==> src/rtl/ccd_uart_frame_rx.sv <==
// Receive-side frame unpacker for the CCD UART link: buffers FRAME_LEN payload bytes,
// checks the terminator, then drains the good frame into the host FIFO.
module ccd_uart_frame_rx #(
  parameter int         FRAME_LEN  = 128,
  parameter logic [7:0] TERM_BYTE  = 8'hFF,
  parameter int         GAP_CYCLES = 50000
) (
  input  logic       clk,
  input  logic       rst_n,
  input  logic       rx_done_sig,
  input  logic [7:0] rx_data,
  input  logic       fifo_full,
  output logic       wrreq,
  output logic [7:0] wrdata,
  output logic       frame_done,
  output logic       frame_err,
  output logic       ovf_err,
  output logic [7:0] byte_cnt
);

  localparam int          AW       = (FRAME_LEN > 1) ? $clog2(FRAME_LEN) : 1;
  localparam logic [7:0]  LAST_IDX = 8'(FRAME_LEN - 1);
  localparam logic [15:0] GAP_LAST = 16'(GAP_CYCLES - 1);

  typedef enum logic [2:0] {
    S_RECV,
    S_TERM,
    S_DRAIN,
    S_DONE,
    S_RESYNC
  } state_t;

  state_t      r_state;
  logic [7:0]  r_byte_cnt;
  logic [7:0]  r_rd_ptr;
  logic [15:0] r_gap_cnt;
  logic        r_frame_done;
  logic        r_frame_err;
  logic        r_ovf_err;
  logic [7:0]  r_buf [0:FRAME_LEN-1];

  logic w_timer_on;
  logic w_timeout;

  // The inter-byte timer only runs once a frame has started and until the terminator.
  assign w_timer_on = ((r_state == S_RECV) && (r_byte_cnt != 8'd0)) || (r_state == S_TERM);
  assign w_timeout  = w_timer_on && !rx_done_sig && (r_gap_cnt == GAP_LAST);

  always_ff @(posedge clk or negedge rst_n) begin
    if (!rst_n) begin
      r_state      <= S_RECV;
      r_byte_cnt   <= 8'd0;
      r_rd_ptr     <= 8'd0;
      r_gap_cnt    <= 16'd0;
      r_frame_done <= 1'b0;
      r_frame_err  <= 1'b0;
      r_ovf_err    <= 1'b0;
    end else begin
      // NOTE: non-blocking assignments throughout; later lines override these pulse defaults.
      r_frame_done <= 1'b0;
      r_frame_err  <= 1'b0;
      r_ovf_err    <= 1'b0;

      if (rx_done_sig || !w_timer_on || w_timeout) begin
        r_gap_cnt <= 16'd0;
      end else begin
        r_gap_cnt <= r_gap_cnt + 16'd1;
      end

      case (r_state)
        S_RECV: begin
          if (rx_done_sig) begin
            r_byte_cnt <= r_byte_cnt + 8'd1;
            if (r_byte_cnt == LAST_IDX) begin
              r_state <= S_TERM;
            end
          end else if (w_timeout) begin
            r_frame_err <= 1'b1;
            r_byte_cnt  <= 8'd0;
          end
        end

        S_TERM: begin
          if (rx_done_sig) begin
            if (rx_data == TERM_BYTE) begin
              r_state  <= S_DRAIN;
              r_rd_ptr <= 8'd0;
            end else begin
              r_frame_err <= 1'b1;
              r_byte_cnt  <= 8'd0;
              r_state     <= S_RESYNC;
            end
          end else if (w_timeout) begin
            r_frame_err <= 1'b1;
            r_byte_cnt  <= 8'd0;
            r_state     <= S_RECV;
          end
        end

        S_DRAIN: begin
          if (rx_done_sig) begin
            r_ovf_err <= 1'b1;
          end
          if (!fifo_full) begin
            r_rd_ptr <= r_rd_ptr + 8'd1;
            if (r_rd_ptr == LAST_IDX) begin
              r_state      <= S_DONE;
              r_frame_done <= 1'b1;
            end
          end
        end

        S_DONE: begin
          r_byte_cnt <= 8'd0;
          r_state    <= S_RECV;
        end

        S_RESYNC: begin
          if (rx_done_sig && (rx_data == TERM_BYTE)) begin
            r_byte_cnt <= 8'd0;
            r_state    <= S_RECV;
          end
        end

        default: r_state <= S_RECV;
      endcase
    end
  end

  // NOTE: the frame buffer has no reset; it is always written before it is read.
  always_ff @(posedge clk) begin
    if ((r_state == S_RECV) && rx_done_sig) begin
      r_buf[r_byte_cnt[AW-1:0]] <= rx_data;
    end
  end

  assign wrreq      = (r_state == S_DRAIN) && !fifo_full;
  assign wrdata     = r_buf[r_rd_ptr[AW-1:0]];
  assign frame_done = r_frame_done;
  assign frame_err  = r_frame_err;
  assign ovf_err    = r_ovf_err;
  assign byte_cnt   = r_byte_cnt;

endmodule
==> config.mk <==
export PLATFORM = sky130hd
export DESIGN_NAME = ccd_uart_frame_rx
export DESIGN_NICKNAME = d
export VERILOG_FILES = /design/src/rtl/ccd_uart_frame_rx.sv
export SDC_FILE = /design/constraint.sdc
export NUM_CORES = 1
export LEC_CHECK = 0
export CAP_MARGIN = 20
export CORE_ASPECT_RATIO = 1.75
export CORE_MARGIN = 3
export CORE_UTILIZATION = 40
export DETAILED_ROUTE_END_ITERATION = 8
export HOLD_SLACK_MARGIN = 0.1
export PLACE_DENSITY = 0.54
export SYNTH_ARGS = -nofsm -noshare
export SYNTH_HDL_FRONTEND = slang
export SYNTH_SLANG_ARGS = --single-unit
==> constraint.sdc <==
create_clock -name clk -period 3.2 [get_ports clk]
set_input_delay 0.64 -clock clk [delete_from_list [all_inputs] [get_ports clk]]
set_output_delay 0.64 -clock clk [all_outputs]
set_load 0.02 [all_outputs]
==> reports/metrics.yaml, run 1 <==
synth_nets: 2180
die_h_um: 435
cp.required_ns: 2.56
wl_per_cell_um: 30.5
grt_antenna_before_repair: 2
synth_top_area_share_pct: 73.2
critPathKind: "flop to output port"
relSlewSlack_pct: 30.4
crit_start: "r_rd_ptr[0]$_DFFE_PN0P_"
r2r-start: "byte_cnt[3]$_DFFE_PN0P_"
wirelength_um: 124000
critPathMaxStageDelay_ns: 0.55
port_buffers: 31
insertion_delay_ns: 0.70
rows: 156
utilization_pct: 49.4
cts_tree: "done"
failed_checks: "setup timing"
grt_first_pass_wirelength_um: 177000
ys_seq_elements: 1062
worstSetupEndpointType: "output port"
synthTopCellsByArea: "edfxtp_1 (73%), mux4_2 (10%), mux2i_1 (3.5%)"
hold_ws_ns: 0.411
drive_gt1_share_pct: 34.4
clock-sinks: 1062
timing.critical_path.mode_cell: "buf_4"
p_switching_mw: 13.9
cellPowerDensity_mw_per_mm2: 843
die_w_um: 251
ant_nets: 0
synth_edf_count: 1024
synth_area_leader_cell: "edfxtp_1"
critPathSlowestCell: "dfrtp_4"
grt_pass1_vias: 24200
worstHoldPathType: "primary input to asynchronous set/reset pin"
swShare_pct: 32.2
tightest_slew_ns: 1.04
synth_area_per_cell_um2: 19.4
finalSetupViolCount: 8
multi_input_area_mm2: 0.0102
start_util_pct: 40.5
period_minus_slack_ns: 3.96
final_cell_mix: "edfxtp_1 (1024), buf_4 (422), mux4_2 (195)"
syn_area_mm2: 0.0420
fin_skew_ns: 0.0290
path_max_fanout: 8
synth_seq_area_share_pct: 75.4
core_area_mm2: 0.104
r2r_slack_ns: 0.67
pre_cts_ws_ns: -1.07
yosys_warnings: 0
arrival_ns: 3.32
cap_violations: 0
grt_overflow: 0
drtPass1Iterations: 5
drc: 0
mostFrequentLayoutCell: "edfxtp_1"
final.setup.worst_slack_ns: -0.765
cts_max_path_buffers: 3
cts_max_level: 3
p_int_mw: 29.4
synthFlopType: "edfxtp_1"
seqPwrFrac_pct: 36.1
syn_inst: 2164
status: "finished, violations left"
start_kind: "flop"
die_area_mm2: 0.109
rsz0062_at_grt: "true"
grtUsageTotal_pct: 22.8
ios: 32
regArea_mm2: 0.0317
viasPerCell: 5.61
place_hpwl_um: 83900
fmax_ghz: 0.252
clkPwrFrac_pct: 26.2
crit_chain: "buf_4, buf_12, buf_8, mux4_2, mux2i_1, or2_4, a221o_1, a32oi_2, buf_4"
drtIter0Drc: 1863
cts-buffers-inserted: 93
synth-async-reset-ratio_pct: 3.58
grt_max_degree: 129
ir_worst_vdd_uv: 446
p_leak_nw: 17.1
layout.nets: 2675
cts_root_buf: "clkbuf_16"
vias: 22900
cts.reportedPaths.clkPinSlew_ns: 0.07
fillers: 8447
area_delta_synth_final_pct: 22.2
min_period_over_period_pct: 124
gp_congestion: 0.898
hold_violations: 0
synthDistinctLibCells: 69
slew_viol_final: 0
combinationalPowerShare_pct: 37.7
## power groups by stage
stage	clock network, mW	logic, mW	registers, mW
CTS	11.5	15.7	15.6
detailed placement	0	14.1	15.9
finish	11.3	16.3	15.6
global placement	0	14.1	15.9
global route	12.1	16.9	15.6
floorplan	0	7.34	15.8
## final timing paths
check                                          end  depth (start not counted)
max                                      wrdata[6]                          9
min                         r_gap_cnt[3]$_DFF_PN0_                          2
max reg2reg                r_buf[126][2]$_DFFE_PP_                          4
min reg2reg                 r_gap_cnt[0]$_DFF_PN0_                          1
max in group asynchronous  r_rd_ptr[0]$_DFFE_PN0P_                          3
min in group clk            r_gap_cnt[0]$_DFF_PN0_                          1
## critical path: cells and delay by family, from the launching register on
family	cells	cell delay [ns]
compound gates	2	0.68
buf+inv	4	0.64
flops	1	0.55
mux	2	0.48
simple gates	1	0.28
## kinds of logic after synthesis
| kind of cell | count (synthesis) | synth area share [%] |
|---|---|---|
| AO/OA/AOI/OAI | 228 | 4.07 |
| XOR/XNOR | 20 | 0.417 |
| adder cells (fa/ha/maj) | 4 | 0.119 |
| buffers and inverters | 132 | 1.80 |
| flip-flops | 1062 | 75.4 |
| multiplexers | 351 | 14.2 |
| AND/OR/NAND/NOR | 367 | 3.92 |
## layout make-up
class	count	share of cell area [%]
antenna	2	0.00975
clock buffer	109	4.75
clock inverter	60	1.14
inverter	12	0.0951
multi-input combinational	970	19.8
sequential	1062	61.8
tap	1343	3.27
timing repair buffer	520	9.18
## metrics by stage
stage,std cells,instance area [µm²],setup TNS (ns),total power [mW]
after global routing,4077,51300,-6.37,44.6
after floorplan,2164,42000,0,23.1
after global placement,3848,46900,-5.85,30.1
after detailed placement,3848,46900,-5.82,30.1
after CTS,4044,50800,-6.59,42.8
final,4078,51300,-5.85,43.3
## synth_stat cells, drive strengths merged, types with 8 or more instances
cell	instances
mux4	195
xnor2	10
clkbuf	43
a2111oi	9
nor3	11
edfxtp	1024
nor2	187
nand2	69
xor2	10
a31oi	8
o21ai	17
a21oi	32
nand3	29
dfrtp	38
a22o	20
nor2b	18
a211oi	21
o221ai	17
inv	12
mux2i	149
a22oi	32
o22ai	12
buf	77
## per-layer routing
layer	GRT usage (%)	share of wire [%]	vias to the layer above
li1	-	-	9814
met4	13.7	7.1	0
met3	3.04	4.1	271
met5	0	0	-
met2	42.5	55	696
met1	24.4	34	12100
## flip-flops by register name (all words and copies together) (netlist names)
register	count
byte_cnt	8
frame_done	1
frame_err	1
ovf_err	1
r_buf	1024
r_gap_cnt	16
r_rd_ptr	8
r_state	3
## repair_timing
action                                  4_1_cts  5_1_grt
endpoints found under the setup margin        8        9
endpoints found under the hold margin         0       14
cloned                                        4        1
pin swaps                                    40       35
resized for setup                           162       75
hold buffers                                  0        1
setup buffers                                26       35
No activity file was read; power rests on OpenSTA's default activity.
==> inputs of run 2 (changes only) <==
--- a/config.mk
+++ b/config.mk
@@ -12,6 +12,7 @@
 export DETAILED_ROUTE_END_ITERATION = 8
 export HOLD_SLACK_MARGIN = 0.1
 export PLACE_DENSITY = 0.54
+export SLEW_MARGIN = 20
 export SYNTH_ARGS = -nofsm -noshare
 export SYNTH_HDL_FRONTEND = slang
 export SYNTH_SLANG_ARGS = --single-unit
==> reports/metrics.yaml, run 2 (synthesis gave the netlist of run 1 again) <==
grt_first_pass_wirelength_um: 177000  # unchanged
cts-buffers-inserted: 93  # unchanged
rows: 156  # unchanged
path_max_fanout: 6  # was 8
period_minus_slack_ns: 3.97  # was 3.96 ns
critPathSlowestCell: "dfrtp_4"  # unchanged
ir_worst_vdd_uv: 446  # about the same
die_h_um: 435  # unchanged
core_area_mm2: 0.104  # unchanged
viasPerCell: 5.61  # about the same
grtUsageTotal_pct: 22.8  # unchanged
vias: 22900  # about the same
failed_checks: "setup timing"  # unchanged
cts_max_level: 3  # unchanged
start_kind: "flop"  # unchanged
mostFrequentLayoutCell: "edfxtp_1"  # unchanged
worstHoldPathType: "flop to flop"  # was primary input to asynchronous set/reset pin
drtIter0Drc: 1852  # was 1863
grt_max_degree: 129  # unchanged
cap_violations: 0  # unchanged
grt_overflow: 0  # unchanged
clock-sinks: 1062  # unchanged
fin_skew_ns: 0.0285  # was 0.0290 ns
cts_tree: "done"  # unchanged
slew_viol_final: 0  # unchanged
timing.critical_path.mode_cell: "buf_4"  # unchanged
cts_root_buf: "clkbuf_16"  # unchanged
ant_nets: 0  # unchanged
relSlewSlack_pct: 29.7  # was 30.4%
crit_buf_inv: 7  # was 4
arrival_ns: 3.33  # was 3.32 ns
hold_violations: 0  # unchanged
die_w_um: 251  # unchanged
wirelength_um: 124000  # about the same
status: "finished, violations left"  # unchanged
fmax_ghz: 0.252  # about the same
drtPass1Iterations: 5  # unchanged
critPathKind: "flop to output port"  # unchanged
final.setup.worst_slack_ns: -0.769  # was -0.765 ns
port_buffers: 31  # unchanged
p_leak_nw: 17.1  # about the same
place_hpwl_um: 83900  # unchanged
tightest_slew_ns: 1.05  # was 1.04 ns
path_delay_family: "buffers and inverters"  # was compound AO/OA/AOI/OAI gates
largest_register_ffs: 1024  # unchanged
cts.reportedPaths.clkPinSlew_ns: 0.07  # about the same
cts_max_path_buffers: 3  # unchanged
dp_cells: 3848  # unchanged
final_cells: 4076  # was 4078
grt_pass1_vias: 24200  # unchanged
die_area_mm2: 0.109  # unchanged
min_period_over_period_pct: 124  # about the same
critPathMaxStageDelay_ns: 0.55  # about the same
ios: 32  # unchanged
final_cell_mix: "edfxtp_1 (1024), buf_4 (423), mux4_2 (195)"  # was edfxtp_1 (1024), buf_4 (422), mux4_2 (195)
insertion_delay_ns: 0.70  # about the same
grt_antenna_before_repair: 2  # unchanged
wl_per_cell_um: 30.5  # about the same
gp_congestion: 0.898  # unchanged
start_util_pct: 40.5  # unchanged
cellPowerDensity_mw_per_mm2: 844  # was 843 mW/mm²
drc: 0  # unchanged
rsz0062_at_grt: "true"  # unchanged
drive_gt1_share_pct: 34.4  # about the same
tns_ns: -5.86  # was -5.85 ns
area_delta_synth_final_pct: 22.1  # was 22.2%
layout.nets: 2674  # was 2675
cp.required_ns: 2.56  # about the same
fillers: 8451  # was 8447
worstSetupEndpointType: "output port"  # unchanged
crit_chain: "buf_12, buf_12, buf_4, mux2i_2, o22ai_1, buf_4, a211oi_1, buf_4, a211oi_1, buf_4, o32a_1, buf_6"  # was buf_4, buf_12, buf_8, mux4_2, mux2i_1, or2_4, a221o_1, a32oi_2, buf_4
finalSetupViolCount: 8  # unchanged
run 2: final timing paths:
kind,to,startpoint,slack (ns),cells past startpoint
max,wrdata[7],r_rd_ptr[0]$_DFFE_PN0P_,-0.77,12
min,r_gap_cnt[0]$_DFF_PN0_,r_gap_cnt[0]$_DFF_PN0_,0.48,1
max reg2reg,r_buf[50][1]$_DFFE_PP_,r_state[0]$_DFFE_PN0P_,0.66,7
min reg2reg,r_gap_cnt[0]$_DFF_PN0_,r_gap_cnt[0]$_DFF_PN0_,0.48,1
max in group asynchronous,r_rd_ptr[0]$_DFFE_PN0P_,rst_n,2.22,2
min in group asynchronous,r_gap_cnt[7]$_DFF_PN0_,rst_n,0.52,2
run 2: cell type report:
| type | count | area (µm²) | area share (%) |
|---|---|---|---|
| sequential | 1062 | 31700 | 61.8 |
| multi-input combinational | 970 | 10200 | 19.8 |
| timing repair buffer | 519 | 4700 | 9.15 |
| clock buffer | 109 | 2440 | 4.75 |
| tap | 1343 | 1680 | 3.27 |
| clock inverter | 60 | 583 | 1.14 |
| inverter | 12 | 48.8 | 0.0951 |
| antenna | 1 | 2.50 | 0.00488 |
run 2: metal layers:
layer,track usage [%],wire (µm),vias up
met5,0,0,-
met4,13.7,8920,0
met3,3.04,5200,274
met2,42.5,68000,746
met1,24.4,42200,12000
li1,-,-,9819
run 2: what timing repair did:
item | CTS | global route
endpoints found under the setup margin | 8 | 9
setup buffers | 26 | 35
hold buffers | 0 | 1
hold endpoints to repair | 0 | 38
gates cloned | 4 | 1
resized for setup | 162 | 75
pin swaps | 40 | 35
run 2: worst register-to-register path, cell delays in order (launching register included):
cell	delay, ns
dfrtp_1	0.52
nor3_1	0.40
nand2_1	0.15
nor2_1	0.24
nand2_1	0.10
buf_4	0.30
nor2_1	0.35
buf_4	0.21
run 2: per-stage QoR:
step | setup slack, ns | hold slack (ns) | power, mW | util, % | area [µm²]
6_report | -0.769 | 0.483 | 43.3 | 49.4 | 51300
4_1_cts | -0.888 | 0.118 | 42.8 | 48.9 | 50800
2_1_floorplan | 0.333 | 0.344 | 23.1 | - | 42000
5_1_grt | -0.850 | 0.491 | 44.6 | 49.4 | 51300
3_5_place_dp | -1.07 | 0.471 | 30.1 | 45.1 | 46900
3_3_place_gp | -1.15 | 0.452 | 30.1 | 45.1 | 46900
run 2: report_power, final:
group | internal (mW) | switching [mW] | total, mW
Sequential | 15.4 | 0.202 | 15.6
Clock | 6.28 | 5.07 | 11.4
Combinational | 7.68 | 8.65 | 16.3
Total | 29.4 | 13.9 | 43.3
